<file path="src/rtl/mdu_div_scheduler.sv">
// rtl/mdu_div_scheduler.sv - round-robin issue arbiter and sequencer for the shared RV32M iterative divider
module mdu_div_scheduler #(
    parameter int NUM_REQ     = 2,
    parameter int XLEN        = 32,
    parameter int TAG_W       = 5,
    parameter int DIV_LATENCY = 32
) (
    input  logic                     clk_i,
    input  logic                     rst_i,
    input  logic [NUM_REQ-1:0]       req_valid_i,
    output logic [NUM_REQ-1:0]       req_ready_o,
    input  logic [2*NUM_REQ-1:0]     req_op_i,
    input  logic [XLEN*NUM_REQ-1:0]  req_a_i,
    input  logic [XLEN*NUM_REQ-1:0]  req_b_i,
    input  logic [TAG_W*NUM_REQ-1:0] req_tag_i,
    output logic                     div_start_o,
    output logic [1:0]               div_op_o,
    output logic [XLEN-1:0]          div_a_o,
    output logic [XLEN-1:0]          div_b_o,
    output logic                     div_abort_o,
    input  logic [XLEN-1:0]          div_result_i,
    output logic                     res_valid_o,
    input  logic                     res_ready_i,
    output logic [XLEN-1:0]          res_data_o,
    output logic [TAG_W-1:0]         res_tag_o,
    input  logic                     flush_i,
    output logic                     busy_o
);
    localparam int PTR_W = (NUM_REQ > 1) ? $clog2(NUM_REQ) : 1;
    localparam int CNT_W = $clog2(DIV_LATENCY);
    localparam logic [XLEN-1:0] INT_MIN = {1'b1, {(XLEN-1){1'b0}}};

    typedef enum logic [1:0] {S_IDLE, S_BUSY, S_RESP} state_t;

    state_t               state, state_n;
    logic [PTR_W-1:0]     rr_ptr, grant_idx;
    logic [CNT_W-1:0]     cnt;
    logic                 start_q;
    logic [1:0]           op_q;
    logic [XLEN-1:0]      a_q, b_q, res_q;
    logic [TAG_W-1:0]     tag_q;
    logic [NUM_REQ-1:0]   grant;
    logic                 grant_any, accept, special;
    logic [1:0]           sel_op;
    logic [XLEN-1:0]      sel_a, sel_b, special_res;
    int                   gi;

    function automatic logic [PTR_W-1:0] wrap_idx(input logic [PTR_W-1:0] base, input int off);
        int s;
        s = int'(base) + off;
        if (s >= NUM_REQ) s = s - NUM_REQ;
        return PTR_W'(s);
    endfunction

    // Rotating priority: first valid port at or after rr_ptr wins.
    always_comb begin
        grant     = '0;
        grant_idx = '0;
        grant_any = 1'b0;
        for (int i = 0; i < NUM_REQ; i++) begin
            if (!grant_any && req_valid_i[wrap_idx(rr_ptr, i)]) begin
                grant_any                   = 1'b1;
                grant_idx                   = wrap_idx(rr_ptr, i);
                grant[wrap_idx(rr_ptr, i)]  = 1'b1;
            end
        end
    end

    assign gi     = int'(grant_idx);
    assign sel_op = req_op_i[gi*2 +: 2];
    assign sel_a  = req_a_i[gi*XLEN +: XLEN];
    assign sel_b  = req_b_i[gi*XLEN +: XLEN];
    assign accept = (state == S_IDLE) && !flush_i && grant_any;

    // Divide-by-zero and signed overflow resolve without the divider (op[0]=0 is signed, op[1]=1 is REM).
    always_comb begin
        special     = 1'b0;
        special_res = '0;
        if (sel_b == '0) begin
            special     = 1'b1;
            special_res = sel_op[1] ? sel_a : '1;
        end else if (!sel_op[0] && sel_a == INT_MIN && sel_b == '1) begin
            special     = 1'b1;
            special_res = sel_op[1] ? '0 : INT_MIN;
        end
    end

    always_ff @(posedge clk_i) begin
        if (rst_i) state <= S_IDLE;
        else       state <= state_n;
    end

    always_comb begin
        state_n = state;
        case (state)
            S_IDLE:  if (accept) state_n = special ? S_RESP : S_BUSY;
            S_BUSY:  if (cnt == '0) state_n = S_RESP;
            S_RESP:  if (res_ready_i) state_n = S_IDLE;
            default: state_n = S_IDLE;
        endcase
        if (flush_i) state_n = S_IDLE;
    end

    always_comb begin
        req_ready_o = '0;
        if (state == S_IDLE && !flush_i) req_ready_o = grant;
        div_start_o = (state == S_BUSY) && start_q;
        div_abort_o = flush_i && (state == S_BUSY);
        res_valid_o = (state == S_RESP);
        busy_o      = (state != S_IDLE);
    end

    always_ff @(posedge clk_i) begin
        if (rst_i) begin
            rr_ptr  <= '0;
            cnt     <= '0;
            start_q <= 1'b0;
            op_q    <= '0;
            a_q     <= '0;
            b_q     <= '0;
            tag_q   <= '0;
            res_q   <= '0;
        end else if (flush_i) begin
            cnt     <= '0;
            start_q <= 1'b0;
        end else begin
            case (state)
                S_IDLE: if (accept) begin
                    rr_ptr <= wrap_idx(grant_idx, 1);
                    op_q   <= sel_op;
                    a_q    <= sel_a;
                    b_q    <= sel_b;
                    tag_q  <= req_tag_i[gi*TAG_W +: TAG_W];
                    if (special) begin
                        res_q   <= special_res;
                        start_q <= 1'b0;
                    end else begin
                        cnt     <= CNT_W'(DIV_LATENCY - 1);
                        start_q <= 1'b1;
                    end
                end
                S_BUSY: begin
                    start_q <= 1'b0;
                    if (cnt == '0) res_q <= div_result_i;
                    else           cnt   <= cnt - CNT_W'(1);
                end
                default: ;
            endcase
        end
    end

    assign div_op_o   = op_q;
    assign div_a_o    = a_q;
    assign div_b_o    = b_q;
    assign res_data_o = res_q;
    assign res_tag_o  = tag_q;
endmodule

</file>
<file path="config.mk">
export PLATFORM = sky130hd
export DESIGN_NAME = mdu_div_scheduler
export DESIGN_NICKNAME = d
export VERILOG_FILES = /design/src/rtl/mdu_div_scheduler.sv
export SDC_FILE = /design/constraint.sdc
export NUM_CORES = 1
export LEC_CHECK = 0
export BUFFER_PORTS_ARGS = -buffer_cell sky130_fd_sc_hd__buf_2
export CAP_MARGIN = 25
export CORE_MARGIN = 2
export CORE_UTILIZATION = 46
export DETAILED_ROUTE_END_ITERATION = 7
export PLACE_DENSITY = 0.88
export SLEW_MARGIN = 20
export SYNTH_ARGS = -nofsm -noshare
export SYNTH_HDL_FRONTEND = slang
export SYNTH_SLANG_ARGS = --single-unit
</file>
<file path="constraint.sdc">
create_clock -name clk_i -period 2.9 [get_ports clk_i]
set_clock_uncertainty 0.1 [all_clocks]
set_input_delay 0.145 -clock clk_i [delete_from_list [all_inputs] [get_ports clk_i]]
set_output_delay 0.145 -clock clk_i [all_outputs]
set_load 0.1 [all_outputs]
</file>
==> results.json, run 1 <==
{
  "status": "completed",
  "ys_seq_area_share_pct": 39.0,
  "cts_buffer_depth": 2,
  "syn_nets": 896,
  "yosys_warnings": 0,
  "nets": 1214,
  "cts_max_level": 3,
  "route.antenna.remaining_nets": 0,
  "gp_congestion": 0.989,
  "yosysTopAreaCell": "dfxtp_1",
  "drt_iter0_markers": 831,
  "pwr-share-comb_pct": 34.8,
  "die_area_um2": 13400,
  "vias_per_cell": 6.02,
  "critPathSlowestCell": "dlygate4sd3_1",
  "grt_max_degree": 72,
  "crit_chain": "dlygate4sd3_1 -> buf_2 -> nor4_1 -> nand4_1 -> or3_1 -> a31oi_4 -> buf_4 -> nor3_1 -> a311oi_2",
  "vias": 7263,
  "setup_viol": 0,
  "synthTopCellsByArea": "dfxtp_1, a311oi_1, nand2_1",
  "cp-start-kind": "input pin",
  "rsz0062_at_grt": "no",
  "start_util_pct": 47.5,
  "ys_ff_latch": 112,
  "clock_power_share_pct": 27.3,
  "synth_most_common_cell": "dfxtp_1",
  "ir_drop_mv": 0.342,
  "syn_to_final_growth_pct": 44.9,
  "yosys-top-cells-count": "dfxtp_1, nand2_1, nor2_1",
  "grt_usage_pct": 34.8,
  "finalCritPeriodShare_pct": 96.8,
  "grt_pass1_wl_mm": 36.1,
  "die_h_um": 116,
  "min-delay-start": "req_b_i[59]",
  "synthCells": 714,
  "async_flop_share_pct": 0,
  "r2r_start": "state[1]",
  "cts.sink_count": 112,
  "intPower_mw": 2.62,
  "cp.required_ps": 3070,
  "min_period_ps": 2810,
  "synth-edff-count": 0,
  "worstMarginPinSlew_ps": 783,
  "grt_pass1_vias": 6713,
  "post_cts.repair.setup_buffers": 0,
  "worst-path-buf-inv": 3,
  "switching_share_pct": 41.4,
  "cts_tree": "yes",
  "ys_types": 48,
  "drcViolationCount": 0,
  "drv_cap": 0,
  "routed_wl_mm": 24.2,
  "crit_start": "req_b_i[57]",
  "relSlewSlack_pct": 47.8,
  "dr.pass1.iters": 6,
  "seqPwrFrac_pct": 37.9,
  "crit_path_end_kind": "register",
  "max_stage_delay_ps": 540,
  "finalMaxSlewViolations": 0,
  "cts_buffers": 9,
  "drive_gt1_share_pct": 33.0,
  "synth.avg_cell_area_um2": 8.05,
  "finalInstanceArea_um2": 8330,
  "power_density_nw_per_um2": 537,
  "cp.arrival_ps": 2980,
  "syn_area_um2": 5750,
  "regToRegSetupSlack_ps": 210,
  "cpLargestDelayFamily": "simple AND/OR/NAND/NOR gates",
  "final_hold_viol_count": 0,
  "hold_class": "input pin to register",
  "p_leak_nw": 3.74,
  "root_buffer": "clkbuf_16",
  "fp.dieW_um": 116,
  "grt_overflow_total": 0,
  "synth_top_area_share_pct": 39.0,
  "max_freq_mhz": 356,
  "worst-path-max-fanout": 32,
  "synthFlopType": "dfxtp_1",
  "setup_tns_ps": 0,
  "crit_type": "input pin to register",
  "dp_hpwl_mm": 16.8,
  "fillers": 993,
  "grt_antenna_before_repair": 1,
  "io_buffers": 288,
  "post_drt_wl_per_cell_um": 20.1,
  "place_area_um2": 7370,
  "finalPower_mw": 4.47,
  "power.switching_mw": 1.85,
  "num_rows": 40,
  "clkLatencyLatePin_ps": 360,
  "core_um2": 12100,
  "ios": 289,
  "cts.reportedPaths.clkPinSlew_ps": 80
}
-- stage by stage --
step	hold WS [ps]	cells	util, %	setup slack [ps]
final	3.59	1206	68.8	93.2
after global routing	7.52	1205	68.8	93.3
after CTS	1.07	1203	68.6	111
after detailed placement	317	1122	60.9	230
after global placement	315	1122	60.9	291
after floorplan	208	714	-	203
-- cell usage in the layout (no fill, tap or decap), types with 3 or more instances in the layout --
cell type / n
a22oi_1: 15
buf_4: 13
a211oi_1: 33
nor4b_1: 3
or3_1: 3
o21ai_0: 6
dlygate4sd3_1: 67
nand3_1: 43
nor2_1: 79
mux2i_1: 31
inv_1: 5
clkbuf_16: 9
nor4_1: 23
a311oi_1: 51
nor3_1: 22
nand4_1: 19
inv_6: 3
or4_1: 7
and2_1: 3
o31ai_1: 15
dfxtp_1: 112
and4_1: 3
a21oi_1: 23
buf_12: 6
a311oi_2: 6
nand2_1: 111
buf_2: 286
-- worst reg2reg max path, cell delays in order (launching register included) --
cell and delay, ps:
dfxtp_1 380, nor3_2 380, o21ai_0 340, a211o_1 420, a31oi_4 180, buf_4 380, nor3_1 160, a311oi_2 280
-- sequential cells by signal, indices dropped and copies added, names as in the netlist --
register    cells
div_a_o        32
div_b_o        32
res_data_o     32
cnt             5
res_tag_o       5
div_op_o        2
state           2
rr_ptr          1
start_q         1
-- worst paths after layout --
path / end / depth (start not counted)
worst min register to register: div_b_o[27] / 2
worst max register to register: res_data_o[28] / 7
worst max-delay path: res_data_o[28] / 9
worst min-delay path: div_b_o[27] / 3
-- power by group through the flow --
stage / registers [mW] / clock network (mW) / logic (mW)
2_1_floorplan: 2.40 / 0 / 0.389
3_3_place_gp: 1.72 / 0 / 1.45
3_5_place_dp: 1.73 / 0 / 1.46
4_1_cts: 1.69 / 1.21 / 1.53
5_1_grt: 1.70 / 1.29 / 1.63
6_report: 1.69 / 1.22 / 1.56
-- routing by layer --
layer / track usage [%] / vias to the layer above / wire, µm / share of wire (%)
met4: 16.2 / 0 / 959 / 4.0
li1: - / 3327 / - / -
met5: 0 / - / 0 / 0
met3: 6.12 / 86 / 2030 / 8.4
met2: 57.6 / 492 / 11600 / 48
met1: 44.3 / 3358 / 9590 / 40
-- timing repair --
| item | in CTS | in global routing |
|---|---|---|
| hold buffers | 66 | 1 |
| hold endpoints to repair | 61 | 1 |
| setup endpoints to repair | 0 | 15 |
| resized for setup | 0 | 1 |
-- logic make-up (layout without fill, tap and decap cells) --
kind of cell | Yosys count | in the layout | synth area share [%]
AND/OR/NAND/NOR | 336 | 336 | 27.7
AO/OA/AOI/OAI | 163 | 163 | 22.4
flip-flops | 112 | 112 | 39.0
buffers and inverters | 70 | 392 | 5.11
multiplexers | 31 | 31 | 5.40
adder cells (fa/ha/maj) | 2 | 2 | 0.435
other | 0 | 2 | 0
-- final cells by class --
class                           count  area (µm²)  share of cell area, %
Multi-Input combinational cell    532        3260                   39.1
Timing Repair Buffer              372        2320                   27.8
Sequential cell                   112        2240                   26.9
Clock buffer                        9         225                   2.70
Tap cell                          168         210                   2.52
Clock inverter                      6        51.3                  0.616
Inverter                            5        18.8                  0.225
Antenna cell                        2        5.00                 0.0601
(Power assumes the default switching activity.)
==> run 2: changes to the inputs <==
ABC_AREA = 1   (was default)
CORE_UTILIZATION = 49   (was 46)
PLACE_DENSITY = 0.89   (was 0.88)
==> run 2 against run 1 <==
Net effect:
- wire length decreased by 1.3%
- register-to-register slack about the same
- clock power increased by 7%
- critical path depth increased by 6
- critical path type is now register to register
- critical endpoint is now cnt[3]
- largest power group is now combinational logic
==> results.json, run 2 <==
{
  "grt_usage_pct": 31.7,
  "post_cts.repair.setup_buffers": 0,
  "post_drt_wl_per_cell_um": 15.2,
  "synth-edff-count": 0,
  "final_common_cell": "nand2_1",
  "p_leak_nw": 4.66,
  "cts.reportedPaths.clkPinSlew_ps": 80,
  "cts_tree": "yes",
  "min_period_ps": 2700,
  "async_flop_share_pct": 0,
  "ys_ff_latch": 112,
  "syn_to_final_growth_pct": 29.0,
  "max_freq_mhz": 371,
  "grt_util_met1_pct": 42.2,
  "cts_buffer_depth": 2,
  "met3_usage_pct": 6.06,
  "finalPower_mw": 4.72,
  "dr.pass1.iters": 6,
  "crit_start": "rr_ptr",
  "synthCells": 1134,
  "cts_buffers": 9,
  "vias": 8347,
  "ys_types": 29,
  "worst-path-max-fanout": 38,
  "critPathSlowestCell": "dfxtp_1",
  "num_rows": 42,
  "dp_hpwl_mm": 17.7,
  "crit_type": "register to register",
  "cp-start-kind": "register",
  "route.antenna.remaining_nets": 0,
  "final_cell_mix": "nand2_1, buf_2, nor2_1",
  "grt_overflow_total": 0,
  "fillers": 1234,
  "syn_area_um2": 6750,
  "rsz0062_at_grt": "no",
  "final_hold_viol_count": 0,
  "ir_drop_mv": 0.301,
  "drive_gt1_share_pct": 24.6,
  "synth.avg_cell_area_um2": 5.95,
  "worst-path-buf-inv": 1,
  "holdPathStages": 4,
  "hold_path_end": "state[1]",
  "cts_max_level": 3,
  "synth_top_area_share_pct": 33.2,
  "cts.sink_count": 112,
  "finalMaxSlewViolations": 0,
  "yosys-top-cells-count": "nand2_1, nor2_1, inv_1",
  "start_util_pct": 50.5,
  "cpMostUsedCell": "nand2_1",
  "relSlewSlack_pct": 55.6,
  "cpLargestDelayFamily": "simple AND/OR/NAND/NOR gates",
  "ys_seq_area_share_pct": 33.2,
  "clkLatencyLatePin_ps": 360,
  "die_area_um2": 14700,
  "yosysTopAreaCell": "dfxtp_1",
  "core_um2": 13300,
  "antenna-diode-count": 0,
  "grt_pass1_wl_mm": 36.8,
  "ios": 289,
  "fp.dieW_um": 121,
  "multi_input_area_um2": 3710,
  "routed_wl_mm": 23.9,
  "ff_latch_area_um2": 2240,
  "max_stage_delay_ps": 400,
  "syn_nets": 1316,
  "crit_chain": "nand2_2 -> nand2_4 -> buf_12 -> nand2_1 -> o21ai_1 -> nand2_1 -> nor2_1 -> nand2_1 -> nor2_4 -> nand2_4 -> o21ai_2 -> nand2_2 -> nand2_2 -> nand2_1 -> a21oi_1",
  "yosys_warnings": 0,
  "status": "completed",
  "regToRegSetupSlack_ps": 200,
  "vias_per_cell": 5.31,
  "drv_cap": 0,
  "setup_viol": 0,
  "r2r-end": "cnt[3]",
  "grt_busiest_layer": "met2",
  "min-delay-start": "res_ready_i",
  "setup_tns_ps": 0,
  "synth_most_common_cell": "nand2_1",
  "r2r_start": "rr_ptr",
  "power_density_nw_per_um2": 542,
  "drcViolationCount": 0,
  "gp_congestion": 0.989,
  "crit_path_end_kind": "register",
  "reg2regPathDepth": 15,
  "fin_util_pct": 65.2,
  "nets": 1572,
  "synthTopCellsByArea": "dfxtp_1, nand2_1, o21ai_0",
  "finalCritPeriodShare_pct": 93.1,
  "grt_antenna_before_repair": 0,
  "cp.arrival_ps": 2880,
  "io_buffers": 288,
  "grt_use_met2_pct": 50.9,
  "worstMarginPinSlew_ps": 666,
  "synthFlopType": "dfxtp_1",
  "root_buffer": "clkbuf_16",
  "cp.required_ps": 3080,
  "grt_pass1_vias": 7340,
  "drt_iter0_markers": 964,
  "die_h_um": 121,
  "hold_class": "input pin to register",
  "grt_max_degree": 135
}
run 2: cell count changes after synthesis, moves of 31 or more:
cell      previous run  this run
a311oi_1            51         0
a21oi_1             24        82
a211oi_1            33         0
nand2_1            111       337
mux2i_1             31         0
inv_1                5       120
nor2_1              80       146
o21ai_0              6       115
run 2: final cells by class:
class | instances | area share [%]
Clock buffer | 9 | 2.59
Clock inverter | 7 | 0.862
Inverter | 126 | 5.51
Multi-Input combinational cell | 828 | 42.6
Sequential cell | 112 | 25.8
Tap cell | 176 | 2.53
Timing Repair Buffer | 313 | 20.2
run 2: metal layers:
| layer | part of all wire (%) | vias to the layer above | routed length [µm] |
|---|---|---|---|
| li1 | - | 4097 | - |
| met2 | 46 | 484 | 11000 |
| met5 | 0 | - | 0 |
| met4 | 3.0 | 0 | 709 |
| met1 | 42 | 3706 | 9930 |
| met3 | 9.6 | 60 | 2310 |
run 2: kinds of logic (layout without fill, tap and decap cells):
logic type,Yosys count,in the layout,share of synthesized area [%]
AO/OA/AOI/OAI,215,215,16.2
adder cells (fa/ha/maj),2,2,0.371
buffers and inverters,194,455,11.9
flip-flops,112,112,33.2
AND/OR/NAND/NOR,611,611,38.3
run 2: what timing repair did:
action | in CTS | in global routing
hold buffers | 7 | 0
setup endpoints to repair | 0 | 33
endpoints found under the hold margin | 8 | 0
gates resized for setup | 0 | 5
run 2: power by group:
group / total (mW) / internal, mW / switching [mW]
clock: 1.30 / 0.681 / 0.618
sequential: 1.69 / 1.64 / 0.0522
combinational: 1.73 / 0.384 / 1.34
run 2: worst register-to-register path, cell delays in order, from the launching register on:
cell and delay, ps:
dfxtp_1 400, nand2_2 120, nand2_4 170, buf_12 210
nand2_1 80, o21ai_1 220, nand2_1 130, nor2_1 100
nand2_1 90, nor2_4 130, nand2_4 180, o21ai_2 160
nand2_2 150, nand2_2 170, nand2_1 80, a21oi_1 130
run 2: how the worst max path moves through the flow:
stage                     endpoint  depth (start not counted)
detailed placement  res_data_o[17]                         15
CTS                 res_data_o[17]                         15
global placement    res_data_o[26]                         13
floorplan           req_ready_o[1]                          6
finish                      cnt[3]                         15
global route                cnt[0]                         16
run 2: stage by stage:
step           setup slack (ps)  instances  hold slack [ps]  cell area [µm²]
2_1_floorplan              59.7       1134              227             6750
3_3_place_gp                282       1548              342             8320
3_5_place_dp                168       1548              341             8320
4_1_cts                     117       1571            0.966             8690
5_1_grt                    1.43       1571             4.15             8700
6_report                    201       1571            0.403             8700
==> run 3: changes to the inputs <==
CORE_UTILIZATION = 50   (was 49)
PLACE_DENSITY = 0.9   (was 0.89)
clock period = 3.35 ns   (was 2.9 ns; I/O delays follow)
==> run 3 against run 2 <==
Net effect:
- clock power decreased by 21%
- count of clock-buffer cells in the layout is 1 higher
- cell count shrank 0.32%
- worst hold slack better by 8.3 ps
- critical path depth unchanged
- core utilization is 0.43 points lower
- sequential power shrank 13%
- highest routed layer unchanged
==> results.json, run 3 (synthesized netlist as in run 2, its figures left out) <==
{
  "status": "completed",
  "syn_to_final_growth_pct": 26.7,
  "min_period_ps": 3090,
  "die_area_um2": 14400,
  "cp-start-kind": "register",
  "setup_tns_ps": 0,
  "grt_usage_pct": 32.9,
  "routed_wl_mm": 24.2,
  "dr.pass1.iters": 6,
  "drive_gt1_share_pct": 24.4,
  "rsz0062_at_grt": "no",
  "worstMarginPinSlew_ps": 835,
  "grt_pass1_vias": 7581,
  "ir_drop_mv": 0.358,
  "cts_max_level": 3,
  "post_drt_wl_per_cell_um": 15.4,
  "worst-path-max-fanout": 46,
  "drcViolationCount": 0,
  "clkLatencyLatePin_ps": 360,
  "cts_tree": "yes",
  "route.antenna.remaining_nets": 0,
  "root_buffer": "clkbuf_16",
  "post_cts.repair.setup_buffers": 0,
  "crit_path_end_kind": "register",
  "cts-resized-gates": 0,
  "cp.required_ps": 3540,
  "hold_buffers": 5,
  "holdPathStages": 3,
  "grt_pass1_wl_mm": 37.5,
  "relSlewSlack_pct": 44.3,
  "vias_per_cell": 5.36,
  "cts.reportedPaths.clkPinSlew_ps": 70,
  "grt_antenna_before_repair": 1,
  "cts_buffers": 9,
  "power_density_nw_per_um2": 464,
  "ios": 289,
  "io_buffers": 288,
  "finalMaxSlewViolations": 0,
  "vias": 8400,
  "die_h_um": 120,
  "fp.dieW_um": 120,
  "finalPower_mw": 3.96,
  "cp.arrival_ps": 3280,
  "final_hold_viol_count": 0,
  "max_freq_mhz": 324,
  "dp_hpwl_mm": 18.1,
  "cts.sink_count": 112,
  "nets": 1566,
  "final_cell_mix": "nand2_1, buf_2, nor2_1",
  "setup_viol": 0,
  "reg2regPathDepth": 15,
  "grt_overflow_total": 0,
  "drt_iter0_markers": 888,
  "finalCritPeriodShare_pct": 92.2,
  "gp_congestion": 0.952,
  "final_common_cell": "nand2_1",
  "p_leak_nw": 4.58,
  "cts_buffer_depth": 2,
  "drv_cap": 0,
  "grt_max_degree": 135,
  "hold_class": "input pin to register",
  "num_rows": 42,
  "crit_type": "register to register",
  "core_um2": 13200,
  "start_util_pct": 51.1
}
==> run 3: changes by cell type in the layout (fill, tap and decap cells not counted), sizes merged <==
cell,delta
diode,+2
inv,-4
clkinv,+1
clkbuf,+1
dlygate4sd3,-2
bufinv,-1
buf,-4
clkinvlp,+2
==> run 3: worst max-delay path, cell delays in order (launching register included) <==
cell and delay [ps]:
dfxtp_1 400, nand2_2 100, nand2_4 280, buf_12 260, nand2_1 70, o21ai_0 140, nand2_1 90, nor2_1 100
nand2_1 120, nor2_4 260, nand2_4 200, nand3_2 140, nand2_2 70, inv_2 410, nor2_1 110, nor2_1 130
==> run 3: power by group <==
part	internal [mW]	leakage, nW	switching (mW)
logic	0.313	3.53	1.15
clock network	0.520	0.130	0.511
registers	1.42	0.920	0.0490
total	2.25	4.58	1.71
==> run 3: per-stage QoR <==
stage          worst slack [ps]  instance area (µm²)  std cells  hold slack [ps]  util [%]
3_3_place_gp                490                 8210       1544              350      62.3
2_1_floorplan               487                 6750       1134              250         -
3_5_place_dp                371                 8210       1544              356      62.3
6_report                    260                 8550       1566             8.75      64.8
5_1_grt                    13.4                 8540       1565             20.2      64.8
4_1_cts                     322                 8540       1564             2.38      64.7
==> run 3: final timing paths <==
| path | slack (ps) | to | start |
|---|---|---|---|
| max | 260 | res_data_o[9] | rr_ptr |
| min | 9 | div_b_o[26] | req_b_i[58] |
| min reg2reg | 370 | res_tag_o[4] | res_tag_o[4] |
| max reg2reg | 260 | res_data_o[9] | rr_ptr |
==> run 3: routing by layer <==
| layer | part of all wire (%) | wire length (µm) | track usage (%) |
|---|---|---|---|
| met1 | 41 | 9950 | 43.4 |
| met2 | 46 | 11100 | 51.8 |
| met3 | 9.3 | 2240 | 5.75 |
| met4 | 3.9 | 939 | 15.7 |
| met5 | 0 | 0 | 0 |
==> run 3: area by class of cell <==
class / instances / area (µm²)
Fill cell: 1248 / 4640
Multi-Input combinational cell: 828 / 3710
Sequential cell: 112 / 2240
Timing Repair Buffer: 307 / 1630
Inverter: 126 / 474
Clock buffer: 10 / 239
Tap cell: 176 / 220
Clock inverter: 5 / 33.8
Antenna cell: 2 / 5.00
